==> config.mk <==
export PLATFORM = sky130hd
export DESIGN_NAME = draw_arbiter
export DESIGN_NICKNAME = d
export VERILOG_FILES = /design/src/rtl/draw_arbiter_pkg.sv /design/src/rtl/draw_watchdog.sv /design/src/rtl/draw_arbiter.sv
export SDC_FILE = /design/constraint.sdc
export NUM_CORES = 1
export LEC_CHECK = 0
export CAP_MARGIN = 40
export CORE_MARGIN = 2
export CORE_UTILIZATION = 44
export DETAILED_ROUTE_END_ITERATION = 12
export PLACE_DENSITY = 0.89
export RECOVER_POWER = 25
export REMOVE_ABC_BUFFERS = 1
export SLEW_MARGIN = 40
export SYNTH_ARGS = -nofsm -noshare
export SYNTH_HDL_FRONTEND = slang
export SYNTH_HIERARCHICAL = 1
export SYNTH_SLANG_ARGS = --single-unit
==> constraint.sdc <==
create_clock -name clk -period 3.15 [get_ports clk]
set_clock_uncertainty 0.05 [all_clocks]
set_input_delay 0.63 -clock clk [delete_from_list [all_inputs] [get_ports clk]]
set_output_delay 0.63 -clock clk [all_outputs]
set_load 0.005 [all_outputs]
==> src/rtl/draw_arbiter_pkg.sv <==
// draw_arbiter_pkg: shared widths, screen geometry, FSM encoding and timeout default
package draw_arbiter_pkg;
  localparam int X_W         = 8;
  localparam int Y_W         = 7;
  localparam int C_W         = 3;
  localparam int SCREEN_W    = 160;
  localparam int SCREEN_H    = 120;
  localparam int TIMEOUT_DEF = 100000;
  localparam int CNT_W       = 17;
  localparam logic [2:0] S_IDLE    = 3'd0;
  localparam logic [2:0] S_START   = 3'd1;
  localparam logic [2:0] S_WAIT    = 3'd2;
  localparam logic [2:0] S_RELEASE = 3'd3;
  localparam logic [2:0] S_ACK     = 3'd4;
endpackage

==> src/rtl/draw_watchdog.sv <==
// draw_watchdog: cycle counter that flags when a draw has run TIMEOUT cycles
module draw_watchdog
  import draw_arbiter_pkg::*;
#(
  parameter int TIMEOUT = TIMEOUT_DEF
) (
  input  logic clk,
  input  logic reset,
  input  logic clear,
  input  logic enable,
  output logic expired
);
  logic [CNT_W-1:0] cnt_q, cnt_d;
  assign cnt_d   = clear ? '0 : enable ? cnt_q + CNT_W'(1) : cnt_q;
  assign expired = cnt_q == CNT_W'(TIMEOUT - 1);
  always_ff @(posedge clk) begin
    if (reset) cnt_q <= '0;
    else cnt_q <= cnt_d;
  end
endmodule

==> src/rtl/draw_arbiter.sv <==
// draw_arbiter: fixed-priority, non-preemptive arbiter sharing one VGA pixel bus among drawers
module draw_arbiter
  import draw_arbiter_pkg::*;
#(
  parameter int NCLI    = 3,
  parameter int TIMEOUT = TIMEOUT_DEF
) (
  input  logic                  clk,
  input  logic                  reset,
  input  logic [NCLI-1:0]       req,
  output logic [NCLI-1:0]       ack,
  output logic                  err,
  output logic [NCLI-1:0]       begin_draw,
  input  logic [NCLI-1:0]       done_in,
  input  logic [X_W*NCLI-1:0]   x_in,
  input  logic [Y_W*NCLI-1:0]   y_in,
  input  logic [C_W*NCLI-1:0]   color_in,
  input  logic [NCLI-1:0]       draw_in,
  output logic [X_W-1:0]        x_out,
  output logic [Y_W-1:0]        y_out,
  output logic [C_W-1:0]        color_out,
  output logic                  plot,
  output logic                  busy
);
  localparam int SW = NCLI > 1 ? $clog2(NCLI) : 1;
  logic [2:0]      state_q, state_d;
  logic [SW-1:0]   sel_q, sel_d, pick;
  logic            err_q, err_d, expired, plot_d;
  logic [NCLI-1:0] begin_q, grant;
  logic [X_W-1:0]  x_q;
  logic [Y_W-1:0]  y_q;
  logic [C_W-1:0]  c_q;

  draw_watchdog #(.TIMEOUT(TIMEOUT)) u_wdog (
    .clk    (clk),
    .reset  (reset),
    .clear  (state_q == S_START),
    .enable (state_q == S_WAIT),
    .expired(expired)
  );

  always_comb begin
    pick = '0;
    for (int i = NCLI - 1; i >= 0; i--) if (req[i]) pick = SW'(i);
  end

  assign grant  = NCLI'(1) << sel_q;
  assign plot_d = draw_in[sel_q] & (state_q == S_WAIT);

  // done has priority over a timeout landing in the same cycle
  always_comb begin
    state_d = state_q;
    sel_d   = sel_q;
    err_d   = err_q;
    case (state_q)
      S_IDLE: begin
        sel_d   = |req ? pick : sel_q;
        state_d = |req ? S_START : S_IDLE;
      end
      S_START: state_d = S_WAIT;
      S_WAIT: begin
        state_d = done_in[sel_q] || expired ? S_RELEASE : S_WAIT;
        err_d   = !done_in[sel_q] && expired;
      end
      S_RELEASE: state_d = err_q || !done_in[sel_q] ? S_ACK : S_RELEASE;
      S_ACK: begin
        state_d = S_IDLE;
        err_d   = 1'b0;
      end
      default: state_d = S_IDLE;
    endcase
  end

  always_ff @(posedge clk) begin
    if (reset) begin
      state_q <= S_IDLE;
      sel_q   <= '0;
      err_q   <= 1'b0;
      begin_q <= '0;
      plot    <= 1'b0;
      x_q     <= '0;
      y_q     <= '0;
      c_q     <= '0;
    end else begin
      state_q <= state_d;
      sel_q   <= sel_d;
      err_q   <= err_d;
      begin_q <= state_d == S_WAIT ? grant : '0;
      plot    <= plot_d;
      if (plot_d) begin
        x_q <= x_in[X_W*sel_q +: X_W];
        y_q <= y_in[Y_W*sel_q +: Y_W];
        c_q <= color_in[C_W*sel_q +: C_W];
      end
    end
  end

  assign begin_draw = begin_q;
  assign ack        = state_q == S_ACK ? grant : '0;
  assign err        = state_q == S_ACK && err_q;
  assign busy       = state_q != S_IDLE;
  assign x_out      = x_q;
  assign y_out      = y_q;
  assign color_out  = c_q;
endmodule
==> metrics.txt, run 1 <==
status finished, final reports clean; final wirelength 6470 um; Die Wd 78.5 um; setup TNS 0 ns; number of synthesized flops with an enable pin 0; Net Sw Frac 0.278; dpl hpwl 4770 um; Fmax 0.400 GHz; worst min-delay path class flop to flop; post-CTS setup buffer count 0; worst hold start u_wdog/cnt_q[16]; Syn Area/Cell 8.63 sq um; total core area 5440 sq um; Rel. slew slack 0.362; io pins 92; commonest cells after routing, fill and taps aside clkdlybuf4s50_1, dfxtp_1, a21oi_1; clock root buffer clkbuf_8; RSZ-0062 raised after global routing no; Storage cell area 901 sq um; Critical Path End u_wdog/cnt_q[15]; final setup fails 0; first-pass GRT wire length 10,500 um; Initial Util 0.449; initial antenna violation count 0; hold buffers post-CTS 0; GPL Wtd Cong 0.889; Reg-to-Reg Start state_q[2]; Reg2Reg Capture Point u_wdog/cnt_q[15]; multi-input logic area 1400 sq um; Syn Inst Count 283; area grow syn2layout 43.5%; Worst Setup End Kind flop; R2R Setup Slk 0.65 ns; Syn Std Cell Area 2440 sq um; via-per-instance ratio 5.47; Worst Setup SP state_q[2]; Die H 78.5 um; Initial DRT Pass Iterations 4; endpoints failing hold 0; layout cells sized above 1 0.0820; commonest non-fill, non-tap cell in the layout clkdlybuf4s50_1; DR vias 2,395; fillers 475; Slew Viols, Final 0; Skew-Pair Late Insertion Delay 0.30 ns; post-route cell area 3500 sq um; startpoint types flop; number of global-route vias before repair 2,296; period utilization 0.793; Combinational Power Share 0.274; Least-Margin Pin Slew 0.957 ns; Setup CP Type flop to flop; Placement Cell Area 3370 sq um; synthesized flop and latch total 45; Worst EP required 3.33 ns; CTS tree yes; Tmin final 2.50 ns; # rows 27; # DRC 0; Post-synth top flop dfxtp_1; Power Dens Cells 454 nW/um^2; clk sink count 45; Seq/Total Area, Yosys 0.369; R2R depth 6; Final nets 431; Max-Cap Viols 0; clock share of power 0.330; post-cts sizing count 0; n_diodes 0; Post-synth ARST share 0; die area 6160 sq um; pin count of the biggest net entering global routing 38; leakage 1.25 nW; Pint 1.15 mW; antenna-violating nets left 0; Yosys warning count 6; VDD IR max 278 uV; PortBufs 91; number of H-tree levels 2; sequential power share 0.396; Unique masters post-synth 45; DRT iter0 DRCs 138; Overflow after GRT 0; Arr. time, crit path 2.68 ns; total net switching power 0.443 mW; clk slew on worst S/H paths 0.09 ns; gr usage total 0.211; cts bufs inserted 5; clk buf depth 2; WL per Instance 14.8 um; critical-path maximum fanout 10
-- logic make-up (layout without fill, tap and decap cells) --
| kind of cell | Yosys count | count (layout) | share of synthesized area |
|---|---|---|---|
| AOI/OAI and AO/OA | 75 | 75 | 0.220 |
| adders and majority gates | 1 | 1 | 0.00512 |
| xor gates and xnor gates | 11 | 11 | 0.0395 |
| buffers and inverters | 27 | 110 | 0.0564 |
| and+or+nand+nor | 103 | 103 | 0.223 |
| DFF | 45 | 45 | 0.369 |
| muxes | 21 | 21 | 0.0866 |
-- critical path: stages, from the launching register on --
cell and delay [ns]:
dfxtp_1 0.39, or3b_4 0.45, inv_1 0.26, nand4_1 0.25, or4b_4 0.56, or3_1 0.32
a21oi_1 0.15
-- power groups by stage --
stage               Sequential [mW]  Clock, mW  Combinational [mW]
finish                        0.630      0.525               0.436
global placement              0.642          0               0.433
global route                  0.636      0.565               0.477
floorplan                     0.662          0               0.213
detailed placement            0.643          0               0.443
CTS                           0.631      0.535               0.445
-- sequential cells by signal, summed over array words and instances, names as in the netlist --
register      cells
y_out             7
sel_q             2
x_out             8
plot              1
err_q             1
begin_draw        3
state_q           3
u_wdog/cnt_q     17
color_out         3
-- routing by layer --
layer	global-route usage	up-vias	wire [um]
met3	0.0598	10	453
met5	0	-	0
met4	0.0684	0	121
met2	0.388	88	3310
li1	-	1202	-
met1	0.233	1095	2580
-- how the worst min path moves through the flow --
stage	endpoint	cells after the start
3_5_place_dp	u_wdog/cnt_q[16]	2
4_1_cts	u_wdog/cnt_q[16]	2
3_3_place_gp	u_wdog/cnt_q[16]	2
5_1_grt	u_wdog/cnt_q[16]	2
6_report	u_wdog/cnt_q[16]	2
2_1_floorplan	u_wdog/cnt_q[16]	2
-- metrics by stage --
| step | power, mW | setup slack [ns] | utilization | hold WS, ns | cells |
|---|---|---|---|---|---|
| 6_report | 1.59 | 0.651 | 0.644 | 0.442 | 438 |
| 5_1_grt | 1.68 | 0.507 | 0.644 | 0.477 | 438 |
| 4_1_cts | 1.61 | 0.643 | 0.645 | 0.443 | 438 |
| 3_5_place_dp | 1.09 | 0.709 | 0.619 | 0.431 | 430 |
| 3_3_place_gp | 1.07 | 0.832 | 0.619 | 0.413 | 430 |
| 2_1_floorplan | 0.875 | 0.651 | - | 0.402 | 261 |
-- synth_stat cells, types with 2 or more instances --
cell / count / share of area
buf_2: 5 / 0.010
nor3b_1: 2 / 0.0061
nor2b_1: 3 / 0.0077
nor2_1: 40 / 0.062
mux2i_1: 20 / 0.082
nor4_1: 2 / 0.0051
nor3_1: 8 / 0.016
inv_1: 5 / 0.0077
and3_1: 7 / 0.018
a21oi_1: 44 / 0.090
clkbuf_1: 9 / 0.014
nand3_1: 5 / 0.010
nand2b_1: 3 / 0.0077
o31ai_1: 2 / 0.0061
a311oi_1: 9 / 0.032
nand2_1: 9 / 0.014
or3_1: 2 / 0.0051
dfxtp_1: 45 / 0.37
buf_6: 3 / 0.014
o21ai_0: 4 / 0.0082
or4_1: 2 / 0.0061
xor2_1: 8 / 0.029
a311oi_2: 9 / 0.055
buf_1: 3 / 0.0046
buf_4: 2 / 0.0061
xnor2_1: 3 / 0.011
and4_1: 2 / 0.0072
nand4_1: 10 / 0.026
-- layout make-up --
class / instances / area share
Clock buffer: 5 / 0.0196
Multi-Input combinational cell: 211 / 0.400
Sequential cell: 45 / 0.257
Tap cell: 72 / 0.0257
Timing Repair Buffer: 97 / 0.272
Clock inverter: 3 / 0.0196
Inverter: 5 / 0.00536
Note: power is estimated with default switching activity, not from simulation.
==> run 2, diff against run 1 <==
- clock period: 3.15 -> 2.6 ns (I/O delays scaled with it)
==> metrics.txt, run 2 (synthesis gave the netlist of run 1 again) <==
max reg flops 17 (unchanged); largest register by flop count u_wdog/cnt_q (unchanged); VDD IR max 287 uV (was 278 uV); Max-Cap Viols 0 (unchanged); total core area 5440 sq um (unchanged); final wirelength 6400 um (was 6470 um); Die Wd 78.5 um (unchanged); post-route cell area 3500 sq um (about the same); Skew-Pair Late Insertion Delay 0.30 ns (about the same); final setup fails 0 (unchanged); Tmin final 2.36 ns; DRT iter0 DRCs 177 (was 138); total power 1.82 mW (was 1.59 mW); # DRC 0 (unchanged); Final nets 434 (was 431); commonest non-fill, non-tap cell in the layout clkdlybuf4s50_1 (unchanged); R2R depth 6 (unchanged); cts bufs inserted 5 (unchanged); n_diodes 0 (unchanged); status finished, final reports clean (unchanged); initial antenna violation count 0 (unchanged); dpl ws 0.362 ns (was 0.709 ns); clk sink count 45 (unchanged); CTS tree yes (unchanged); post-route setup slack 0.240 ns (was 0.651 ns); critical-path maximum fanout 10 (unchanged); hold buffers post-CTS 0 (unchanged); layout cells sized above 1 0.0870 (was 0.0820); setup TNS 0 ns (unchanged); WL per Instance 14.5 um (was 14.8 um); startpoint types flop (unchanged); depth of the worst hold-timing path 2 (unchanged); Initial DRT Pass Iterations 4 (unchanged); fin util 0.644 (about the same); clk buf depth 2 (unchanged); leakage 1.24 nW (was 1.25 nW); post-CTS setup buffer count 0 (unchanged); GPL Wtd Cong 0.982 (was 0.889); Fmax 0.424 GHz; WHS 0.459 ns (was 0.442 ns); area grow syn2layout 43.6% (was 43.5%); PortBufs 91 (unchanged); clock root buffer clkbuf_8 (unchanged); # rows 27 (unchanged); Worst EP required 2.03 ns (was 3.33 ns); pin count of the biggest net entering global routing 38 (unchanged); commonest cells after routing, fill and taps aside clkdlybuf4s50_1, dfxtp_1, a21oi_1 (unchanged); Rel. slew slack 0.385 (was 0.362); endpoints failing hold 0 (unchanged); clk slew on worst S/H paths 0.08 ns (was 0.09 ns); Overflow after GRT 0 (unchanged); Least-Margin Pin Slew 0.923 ns (was 0.957 ns); Setup CP Type flop to primary output (was flop to flop); via-per-instance ratio 5.51 (was 5.47); final non-filler cell total 440 (was 438); Die H 78.5 um (unchanged); gr usage total 0.211 (about the same); io pins 92 (unchanged); period utilization 0.908; dpl hpwl 4800 um (was 4770 um); fillers 467 (was 475); Slew Viols, Final 0 (unchanged); RSZ-0062 raised after global routing no (unchanged); Worst Setup End Kind primary output (was flop); antenna-violating nets left 0 (unchanged); placed insts 433 (was 430); first-pass GRT wire length 10,500 um (about the same); number of global-route vias before repair 2,287 (was 2,296); DR vias 2,423 (was 2,395); post-cts sizing count 0 (unchanged); Power Dens Cells 518 nW/um^2 (was 454 nW/um^2); Arr. time, crit path 1.79 ns (was 2.68 ns); worst min-delay path class flop to flop (unchanged); Initial Util 0.449 (unchanged); number of H-tree levels 2 (unchanged); die area 6160 sq um (unchanged); Placement Cell Area 3400 sq um (was 3370 sq um)
run 2: final timing paths:
path,from,end,slack (ns)
max,state_q[2],busy,0.24
min,u_wdog/cnt_q[15],u_wdog/cnt_q[15],0.46
max reg2reg,state_q[2],u_wdog/cnt_q[15],0.32
min reg2reg,u_wdog/cnt_q[15],u_wdog/cnt_q[15],0.46
run 2: power by group:
group	internal, mW	switching (mW)	leakage (nW)	total (mW)
clock	0.279	0.228	0.0540	0.508
sequential	0.734	0.0309	0.365	0.764
combinational	0.284	0.260	0.824	0.544
run 2: metal layers:
metal,part of all wire,vias to the layer above,global-route usage,wire [um]
met3,0.077,11,0.0598,496
met4,0.020,0,0.0684,131
met1,0.39,1114,0.243,2510
met2,0.51,89,0.377,3260
li1,-,1209,-,-
met5,0,-,0,0
run 2: final cells by class:
class / instances / area (sq um) / area share
clock inverter: 2 / 35.0 / 0.0100
clock buffer: 5 / 68.8 / 0.0196
timing repair buffer: 100 / 988 / 0.282
multi-input combinational: 211 / 1400 / 0.400
sequential: 45 / 901 / 0.257
tap: 72 / 90.1 / 0.0257
inverter: 5 / 18.8 / 0.00536
run 2: worst max-delay path, stage by stage, from the launching register on:
cell	delay, ns
dfxtp_1	0.41
nor3_1	0.49
inv_1	0.13
clkdlybuf4s50_1	0.47
==> run 3, diff against run 2 <==
- CAP_MARGIN: 40 -> 20
- CORE_UTILIZATION: 44 -> 40
- GPL_TIMING_DRIVEN: not set -> 0
- PLACE_DENSITY: 0.89 -> 0.86
- clock period: 2.6 -> 1.9 ns (I/O delays scaled with it)
==> metrics.txt, run 3 (synthesis gave the netlist of run 1 again) <==
status complete, but fails checks (was finished, final reports clean); failing checks setup timing; die area 6740 sq um (was 6160 sq um); Worst EP required 2.09 ns (was 2.03 ns); period utilization 1.11; first-pass GRT wire length 11,200 um (was 10,500 um); setup TNS -0.844 ns (was 0 ns); worst hold start u_wdog/cnt_q[16] (was u_wdog/cnt_q[15]); Tmin final 2.10 ns; dpl ws -0.890 ns (was 0.362 ns); number of global-route vias before repair 2,177 (was 2,287); Least-Margin Pin Slew 0.620 ns (was 0.923 ns); clock share of power 0.266 (was 0.280); Initial DRT Pass Iterations 4 (unchanged); Placement Cell Area 3340 sq um (was 3400 sq um); antenna-violating nets left 0 (unchanged); post-route cell area 3820 sq um (was 3500 sq um); R2R depth 6 (unchanged); Skew-Pair Late Insertion Delay 0.30 ns (about the same); Combinational Power Share 0.327 (was 0.299); Pint 1.85 mW (was 1.30 mW); R2R Setup Slk -0.20 ns (was 0.32 ns); largest register by flop count u_wdog/cnt_q (unchanged); endpoints failing hold 0 (unchanged); worst min-delay path class flop to flop (unchanged); via-per-instance ratio 5.69 (was 5.51); clock root buffer clkbuf_8 (unchanged); final wirelength 8110 um (was 6400 um); CTS tree yes (unchanged); cts bufs inserted 5 (unchanged); VDD IR max 403 uV (was 287 uV); depth of the worst hold-timing path 2 (unchanged); pin count of the biggest net entering global routing 38 (unchanged); placed insts 428 (was 433); total core area 5920 sq um (was 5440 sq um); Arr. time, crit path 2.29 ns (was 1.79 ns); hold path endpoint u_wdog/cnt_q[16] (was u_wdog/cnt_q[15]); layout cells sized above 1 0.213 (was 0.0870); clk sink count 45 (unchanged); # rows 28 (was 27); Power Dens Cells 692 nW/um^2 (was 518 nW/um^2); commonest cells after routing, fill and taps aside clkdlybuf4s50_1, a21oi_1, nor2_1 (was clkdlybuf4s50_1, dfxtp_1, a21oi_1); area grow syn2layout 56.6% (was 43.6%); Worst Setup End Kind flop (was primary output); dpl hpwl 4700 um (was 4800 um); clk buf depth 2 (unchanged); critical-path maximum fanout 8 (was 10); Die Wd 82.1 um (was 78.5 um); RSZ-0062 raised after global routing yes (was no); Overflow after GRT 0 (unchanged); total net switching power 0.793 mW (was 0.519 mW); n_diodes 0 (unchanged); Initial Util 0.412 (was 0.449); WL per Instance 17.4 um (was 14.5 um); final non-filler cell total 465 (was 440); Fmax 0.475 GHz; leakage 1.39 nW (was 1.24 nW); initial antenna violation count 0 (unchanged); max reg flops 17 (unchanged); DRT iter0 DRCs 218 (was 177); DR vias 2,646 (was 2,423); PortBufs 91 (unchanged); Die H 82.1 um (was 78.5 um); number of H-tree levels 2 (unchanged); commonest non-fill, non-tap cell in the layout clkdlybuf4s50_1 (unchanged); hold buffers post-CTS 0 (unchanged); startpoint types flop (unchanged); Final nets 456 (was 434); GPL Wtd Cong 0.860 (was 0.982); Net Sw Frac 0.300 (was 0.286); post-route setup slack -0.204 ns (was 0.240 ns); Setup CP Type flop to flop (was flop to primary output); Slew Viols, Final 0 (unchanged); clk slew on worst S/H paths 0.08 ns (about the same); Reg-to-Reg Start state_q[2] (unchanged); Max-Cap Viols 0 (unchanged); Rel. slew slack 0.587 (was 0.385); final setup fails 9 (was 0); gr usage total 0.216 (was 0.211); io pins 92 (unchanged); # DRC 0 (unchanged); Reg2Reg Capture Point u_wdog/cnt_q[15] (unchanged); sequential power share 0.407 (was 0.421)
-- run 3: metrics by stage --
step	hold slack (ns)	total power, mW	util
CTS	0.433	2.56	0.609
detailed placement	0.423	1.80	0.565
finish	0.454	2.65	0.646
global route	0.475	2.77	0.646
global placement	0.410	1.77	0.562
floorplan	0.398	1.45	-
-- run 3: final cells by class --
class / count / area (sq um)
Clock buffer: 5 / 68.8
Clock inverter: 2 / 35.0
Fill cell: 448 / 2100
Inverter: 5 / 22.5
Multi-Input combinational cell: 212 / 1520
Sequential cell: 45 / 928
Tap cell: 75 / 93.8
Timing Repair Buffer: 121 / 1160
-- run 3: how the worst max path moves through the flow --
stage | startpoint | end | slack [ns] | cells past startpoint
after floorplan | sel_q[1] | color_out[2] | -0.52 | 3
after global placement | sel_q[0] | ack[1] | -1.64 | 3
after detailed placement | sel_q[0] | ack[1] | -0.89 | 3
after CTS | state_q[2] | busy | -0.25 | 3
after global routing | state_q[2] | u_wdog/cnt_q[15] | -0.29 | 6
final | state_q[2] | u_wdog/cnt_q[15] | -0.20 | 6
-- run 3: metal layers --
metal	up-vias	wire length, um	global-route usage	share of wire
met5	-	0	0	0
met4	0	136	0.0517	0.017
met3	14	393	0.0337	0.048
met2	95	4260	0.356	0.53
met1	1271	3320	0.296	0.41
li1	1266	-	-	-
-- run 3: timing repair --
action                     4_1_cts  5_1_grt
gates cloned                     1        0
buffers inserted                11       19
gates resized for setup         19       22
setup endpoints to repair       41       26
pin swaps                        4       15
-- run 3: power groups by stage --
stage,logic (mW),clock network [mW],registers (mW)
CTS,0.776,0.711,1.08
detailed placement,0.686,0,1.11
global placement,0.662,0,1.11
finish,0.864,0.704,1.08
floorplan,0.353,0,1.10
global route,0.926,0.762,1.09
-- run 3: worst max-delay path, stage by stage, from the launching register on --
cell and delay, ns:
dfxtp_4 0.38, or3b_4 0.42, clkinvlp_4 0.08, nand4_1 0.13
or4b_4 0.52, or3_1 0.32, a21oi_1 0.13
